===== src/rtl/perf_counter_ctrl.sv =====
// perf_counter_ctrl: a bank of NUM_EVENTS event counters with a command port
// (CLEAR, DUMP, FREEZE, UNFREEZE) and a snapshot stream on a valid/ready port.
// A DUMP copies every counter into shadow registers in one cycle. The stream
// then reads only the shadow, so the live counters can keep counting.
// Optional macro PERF_CNT_SATURATE_EN: counters saturate instead of wrapping,
// and a sticky per-counter flag is streamed on out_sat.
module perf_counter_ctrl #(
    parameter int  NUM_EVENTS = 4,
    parameter int  CNT_WIDTH  = 32,
    localparam int IDX_WIDTH  = $clog2(NUM_EVENTS)
) (
    input  logic                  clk,
    input  logic                  rst,
    input  logic                  event_valid,
    input  logic [NUM_EVENTS-1:0] event_vec,
    input  logic                  cmd_valid,
    input  logic [1:0]            cmd_op,
    output logic                  cmd_ready,
    output logic                  out_valid,
    input  logic                  out_ready,
    output logic [IDX_WIDTH-1:0]  out_idx,
    output logic [CNT_WIDTH-1:0]  out_data,
    output logic                  out_last,
`ifdef PERF_CNT_SATURATE_EN
    output logic                  out_sat,
`endif
    output logic                  frozen,
    output logic                  busy
);

    typedef enum logic {
        S_IDLE   = 1'b0,
        S_STREAM = 1'b1
    } state_e;

    typedef enum logic [1:0] {
        CMD_CLEAR    = 2'd0,
        CMD_DUMP     = 2'd1,
        CMD_FREEZE   = 2'd2,
        CMD_UNFREEZE = 2'd3
    } cmd_e;

    localparam logic [IDX_WIDTH-1:0] LAST_IDX = IDX_WIDTH'(NUM_EVENTS - 1);
`ifdef PERF_CNT_SATURATE_EN
    localparam logic [CNT_WIDTH-1:0] CNT_MAX = '1;
`endif

    state_e               state_q, state_d;
    logic [IDX_WIDTH-1:0] idx_q, idx_d;
    logic                 frozen_q, frozen_d;
    logic [CNT_WIDTH-1:0] cnt_q    [NUM_EVENTS];
    logic [CNT_WIDTH-1:0] cnt_d    [NUM_EVENTS];
    logic [CNT_WIDTH-1:0] shadow_q [NUM_EVENTS];
`ifdef PERF_CNT_SATURATE_EN
    logic [NUM_EVENTS-1:0] sat_q, sat_d, sat_shadow_q;
`endif

    cmd_e op;
    logic cmd_accept;
    logic do_clear;
    logic do_dump;
    logic count_en;

    // Command decode, stream FSM next state and handshake outputs.
    always_comb begin
        // NOTE: every signal written here gets a default first, so no path leaves a latch.
        op         = cmd_e'(cmd_op);
        state_d    = state_q;
        idx_d      = idx_q;
        frozen_d   = frozen_q;
        cmd_ready  = (state_q == S_IDLE);
        cmd_accept = cmd_valid && cmd_ready;
        do_clear   = cmd_accept && (op == CMD_CLEAR);
        do_dump    = cmd_accept && (op == CMD_DUMP);
        out_valid  = (state_q == S_STREAM);
        busy       = out_valid;
        out_last   = out_valid && (idx_q == LAST_IDX);

        if (cmd_accept && op == CMD_FREEZE) begin
            frozen_d = 1'b1;
        end else if (cmd_accept && op == CMD_UNFREEZE) begin
            frozen_d = 1'b0;
        end

        case (state_q)
            S_IDLE: begin
                if (do_dump) begin
                    state_d = S_STREAM;
                    idx_d   = '0;
                end
            end
            S_STREAM: begin
                if (out_ready) begin
                    if (out_last) begin
                        state_d = S_IDLE;
                        idx_d   = '0;
                    end else begin
                        idx_d = idx_q + IDX_WIDTH'(1);
                    end
                end
            end
            default: state_d = S_IDLE;
        endcase
    end

    // Counter next values: frozen_q is the registered flag, so the FREEZE edge
    // still counts and the UNFREEZE edge does not. CLEAR overrides any event.
    always_comb begin
        count_en = event_valid && !frozen_q;
        for (int i = 0; i < NUM_EVENTS; i++) begin
            cnt_d[i] = cnt_q[i];
`ifdef PERF_CNT_SATURATE_EN
            sat_d[i] = sat_q[i];
            if (count_en && event_vec[i]) begin
                if (cnt_q[i] == CNT_MAX) begin
                    sat_d[i] = 1'b1;
                end else begin
                    cnt_d[i] = cnt_q[i] + CNT_WIDTH'(1);
                end
            end
            if (do_clear) begin
                cnt_d[i] = '0;
                sat_d[i] = 1'b0;
            end
`else
            if (count_en && event_vec[i]) begin
                cnt_d[i] = cnt_q[i] + CNT_WIDTH'(1);
            end
            if (do_clear) begin
                cnt_d[i] = '0;
            end
`endif
        end
    end

    // Control state register: FSM state, stream index, freeze flag.
    always_ff @(posedge clk or posedge rst) begin
        // NOTE: sequential state uses non-blocking assignments only, so every
        // register samples its pre-edge inputs.
        if (rst) begin
            state_q  <= S_IDLE;
            idx_q    <= '0;
            frozen_q <= 1'b0;
        end else begin
            state_q  <= state_d;
            idx_q    <= idx_d;
            frozen_q <= frozen_d;
        end
    end

    // Live counters and the DUMP snapshot. The snapshot takes cnt_d so that it
    // includes any increment made on the accept edge.
    always_ff @(posedge clk or posedge rst) begin
        if (rst) begin
            // NOTE: the counter and shadow arrays are reset because reset must
            // read back as all-zero counts and must zero the streamed data.
            for (int i = 0; i < NUM_EVENTS; i++) begin
                cnt_q[i]    <= '0;
                shadow_q[i] <= '0;
            end
`ifdef PERF_CNT_SATURATE_EN
            sat_q        <= '0;
            sat_shadow_q <= '0;
`endif
        end else begin
            for (int i = 0; i < NUM_EVENTS; i++) begin
                cnt_q[i] <= cnt_d[i];
                if (do_dump) begin
                    shadow_q[i] <= cnt_d[i];
                end
            end
`ifdef PERF_CNT_SATURATE_EN
            sat_q <= sat_d;
            if (do_dump) begin
                sat_shadow_q <= sat_d;
            end
`endif
        end
    end

    assign frozen   = frozen_q;
    assign out_idx  = idx_q;
    assign out_data = shadow_q[idx_q];
`ifdef PERF_CNT_SATURATE_EN
    assign out_sat  = sat_shadow_q[idx_q];
`endif

endmodule


===== config.mk =====
export PLATFORM = sky130hd
export DESIGN_NAME = perf_counter_ctrl
export DESIGN_NICKNAME = d
export VERILOG_FILES = /design/src/rtl/perf_counter_ctrl.sv
export SDC_FILE = /design/constraint.sdc
export NUM_CORES = 1
export LEC_CHECK = 0
export CAP_MARGIN = 25
export CORE_MARGIN = 1.5
export CORE_UTILIZATION = 35
export DETAILED_ROUTE_END_ITERATION = 10
export GPL_ROUTABILITY_DRIVEN = 0
export PLACE_DENSITY_LB_ADDON = 0.3
export SLEW_MARGIN = 0
export SYNTH_ARGS = -nofsm -noshare
export SYNTH_HDL_FRONTEND = slang
export SYNTH_SLANG_ARGS = --single-unit
export TNS_END_PERCENT = 30

===== constraint.sdc =====
create_clock -name clk -period 8.1 [get_ports clk]
set_input_delay 1.62 -clock clk [delete_from_list [all_inputs] [get_ports clk]]
set_output_delay 1.62 -clock clk [all_outputs]
set_load 0.005 [all_outputs]

# Word level (Yosys, flattened, before mapping)
# Index checks and enable logic that the tools add are counted.
dict set report totals {
  ff_bits 260
  elab_cells 61
  out_inout_bits 39
  in_bits 11
}
dict set report classes {
  n_reduce_logical 15
  order_cmp 1
  n_addsub 5
  bitwise 2
  eq_ne 6
  n_mux 21
}
# op n
set op_table {}
lappend op_table {{32-bit two-way mux} 10}
lappend op_table {{32-bit by 1-bit adder with 32-bit output (second input constant)} 4}
lappend op_table {{32-bit binary-select mux with 2-bit select} 1}
lappend op_table {{1-bit logical AND} 11}
lappend op_table {{2-bit equality test (second input constant)} 3}
lappend op_table {{2-bit two-way mux} 3}
lappend op_table {{1-bit two-way mux} 5}
lappend op_table {{2-bit one-hot mux with 2 select lines} 1}
lappend op_table {{3-bit greater-or-equal comparator (second input constant)} 1}
lappend op_table {{2-bit inverter with 3-bit output} 1}
lappend op_table {{2-bit by 1-bit adder with 2-bit output (second input constant)} 1}
lappend op_table {{2-bit by 1-bit equality test with 1-bit output (second input constant)} 1}
lappend op_table {{2-bit logical NOT} 1}
lappend op_table {{2-bit by 1-bit != test with 1-bit output (second input constant)} 1}
lappend op_table {{2-bit != test (second input constant)} 1}
lappend op_table {{1-bit one-hot mux with 2 select lines} 1}
lappend op_table {{2-bit AND reduction} 1}
lappend op_table {{2-bit nonzero test} 1}
lappend op_table {{1-bit logical NOT} 1}
lappend op_table {{1-bit inverter} 1}

# Depth between registers and ports, before layout
dict set report depth {
  depth_word 5
  mapped_depth 8
  mapped_depth_nobuf 6
}

# Worst setup path after synthesis
# OpenSTA, ideal clock, no wires.
dict set report synth_timing {
  path_kind {register to output}
  startpoint {register idx_q[0] (netlist: out_idx[0])}
  endpoint {output port out_data[23]}
  path_buffers 3
  slack_ns 4.533
  stages_incl_launch_ff 5
  arrival_time_ns 1.947
  required_time_ns 6.480
  path_cell_list {dfrtp_1 clkbuf_1 buf_1 clkbuf_1 mux4_2}
}
dict set report synth_via {
  elab_chain_len 4
}
# element line_no
set synth_lines {}
lappend synth_lines {{from (decl)} 49} ;# logic [IDX_WIDTH-1:0] idx_q, idx_d;
lappend synth_lines {{from (signal assigned)} 146} ;# idx_q <= idx_d;
lappend synth_lines {{2-bit inverter with 3-bit output (not written as such)} 183} ;# assign out_data = shadow_q[idx_q];
lappend synth_lines {{32-bit binary-select mux with 2-bit select} 183}
lappend synth_lines {{32-bit two-way mux (not written as such) (2 in series)} 183}
lappend synth_lines {{to (decl)} 22} ;# output logic [CNT_WIDTH-1:0] out_data,
# Every way passes these cells. The select of a mux whose other input is x is not followed.

# Final worst setup path
dict set report layout_timing {
  startpoint {register idx_q[1] (netlist: out_idx[1])}
  endpoint {output port out_data[30]}
}
# Same word-level chain as after synthesis.

==> reports/metrics.yaml <==
hp-class: "register to register"
grt_pass1_vias: 8358
synth_top_area_cell: "dfrtp_1"
yosysWarnings: 0
io_buffers: 49
fin_skew_ps: 10.9
preCtsSetupSlack_ps: 3580
grt_max_degree: 99
initial_utilization_pct: 35.6
final-max-slew-violation-count: 0
crit_path_max_incr_delay_ps: 1000
finalWorstSetupSlack_ps: 3810
timing.fmax_ghz: 0.233
drc: 0
multiInputGateArea_um2: 5100
total_power_mw: 3.36
crit_family: "flip-flops"
totalWireLength_um: 28800
final_util_pct: 41.2
cts_inserted_buffers: 27
power.internal_mw: 2.43
track_usage_pct: 16.8
post_cts_resized: 0
ys_types: 41
grt_pass1_wl_um: 47100
dp_hpwl_um: 20100
combPwrFrac_pct: 15.3
period_needed_ps: 4290
syn_area_um2: 11900
synth_area_per_cell_um2: 10.3
coreArea_um2: 33400
cts.path.max_buffers: 3
dieArea_um2: 35100
cts_setup_buffers: 0
status: "complete, no violations"
cp.required_ps: 6480
period_share_pct: 52.9
ys_ff_latch: 260
place_inst: 1598
firstDrtPassIters: 5
setup_viol: 0
path_cells: "mux4_2 > clkdlybuf4s50_1"
cts_hold_buf: 0
num_vias: 8337
postSynthCellCount: 1153
crit_path_start_kind: "register"
switchingPower_uw: 931
cpMaxStageDelayCell: "dfrtp_2"
h-tree-depth: 1
yosys.area.top_type_share_pct: 54.7
cp-end-kind: "output pin"
rows: 67
final_area_um2: 13800
synth_fp_nets: 1169
seqPwrFrac_pct: 46.5
root_buffer: "clkbuf_16"
finalNetCount: 1197
dieHeight_um: 187
avgRoutedWirePerCell_um: 17.5
seq_area_frac_synth_pct: 54.7
cellPowerDensity_nw_per_um2: 244
slew_headroom_pct: 31.6
antenna_left: 0
hold_ws_ps: 473
worst_slew_pin_slew_ps: 1010
num_io_pins: 50
finalHoldViolations: 0
fin_tns_setup_ps: 0
p_sw_share_pct: 27.7
area_growth_pct: 15.9
place_area_um2: 12800
die_w_um: 187
viasPerCell: 5.06
num-fill-cells: 3230
cts_tree: "built"
drv_cap: 0
drive_gt1_share_pct: 9.33
rsz0062_at_grt: "false"
p_leak_nw: 5.98
clk_pin_slew_worst_paths_ps: 60
clkPwrFrac_pct: 38.1
antennaDiodeCount: 0
ff_latch_area_um2: 6510
clk_latency_ps: 530
cp_num_buf_inv: 1
critical_path_class: "register to output pin"
overflow: 0
peakVddDrop_mv: 0.190
cts_sinks: 260
fin_cells: 1648
grt_antenna_before_repair: 0
cp.arrival_ps: 2670
path_max_fanout: 35
synthTopCellsByArea: "dfrtp_1, xor2_1, mux4_2"
drt_iter0_markers: 490
==> Yosys cell counts, drive strengths merged <==
cell	instances
a21oi	3
a31oi	2
and2	9
and3	18
and3b	3
and4	12
buf	4
bufbuf	1
clkbuf	60
dfrtp	260
ha	5
inv	12
mux2	1
mux2i	3
mux4	32
nand2	173
nand3	60
nand3b	3
nand4	56
nand4b	4
nor2	145
nor2b	2
nor3	11
nor3b	1
nor4	14
nor4b	2
o21ai	111
o31ai	15
or2	2
or3	3
or4	3
or4b	1
xnor2	34
xor2	88
==> metal layers <==
layer / global-route usage [%] / share of wire, % / vias up
met5: 0 / 0 / -
met4: 4.03 / 2.0 / 0
met3: 1.74 / 3.4 / 46
met2: 27.3 / 47 / 129
met1: 24.2 / 48 / 4125
li1: - / - / 4037
==> state kept, by name, indices dropped and copies added (netlist names) <==
name,cells
frozen,1
out_idx,2
shadow_q,128
cnt_q,128
busy,1
==> path summary, 6_finish.rpt <==
| path | slack (ps) | start | cells past startpoint | to |
|---|---|---|---|---|
| min reg2reg | 470 | shadow_q[12] | 2 | shadow_q[12] |
| min | 470 | shadow_q[12] | 2 | shadow_q[12] |
| max | 3810 | out_idx[1] | 2 | out_data[30] |
| max in group asynchronous | 5040 | rst | 3 | out_idx[1] |
| max reg2reg | 5200 | busy | 5 | cnt_q[56] |
| min in group asynchronous | 1600 | rst | 2 | cnt_q[68] |
==> cell families after synthesis <==
family                     count (synthesis)  share of synthesized area, %
adders and majority gates                  5                         0.526
muxes                                     36                          6.41
DFF                                      260                          54.7
and+or+nand+nor                          522                          20.8
AOI/OAI and AO/OA                        131                          5.85
xor gates and xnor gates                 122                          8.99
buffers and inverters                     77                          2.70
==> layout make-up <==
cell class | count | share of cell area, %
clock inverter | 9 | 0.890
tap | 448 | 4.07
sequential | 260 | 47.2
multi-input combinational | 816 | 37.0
clock buffer | 39 | 5.81
inverter | 12 | 0.354
timing repair buffer | 64 | 4.67
==> worst min-delay path, stage by stage (launching register included) <==
cell and delay (ps):
dfrtp_1 340, nand2_1 40, o21ai_0 60
==> power groups by stage <==
| stage | clock network [mW] | logic [mW] | registers, mW |
|---|---|---|---|
| after global routing | 1.37 | 0.573 | 1.58 |
| after CTS | 1.31 | 0.525 | 1.56 |
| final | 1.28 | 0.516 | 1.56 |
| after global placement | 0 | 0.516 | 1.58 |
| after floorplan | 0 | 0.379 | 1.50 |
| after detailed placement | 0 | 0.524 | 1.58 |
==> placed cells by master, fill, tap and decap left out, drive strengths merged, types with 11 or more instances in the layout <==
master / n
nor3: 11
clkdlybuf4s50: 49
and4: 12
o21ai: 111
dfrtp: 260
nor4: 14
and3: 18
xor2: 88
nand2: 173
o31ai: 15
buf: 15
xnor2: 34
nand4: 56
inv: 11
mux4: 32
nor2: 145
nand3: 60
clkbuf: 39
No activity file was read; power rests on OpenSTA's default activity.
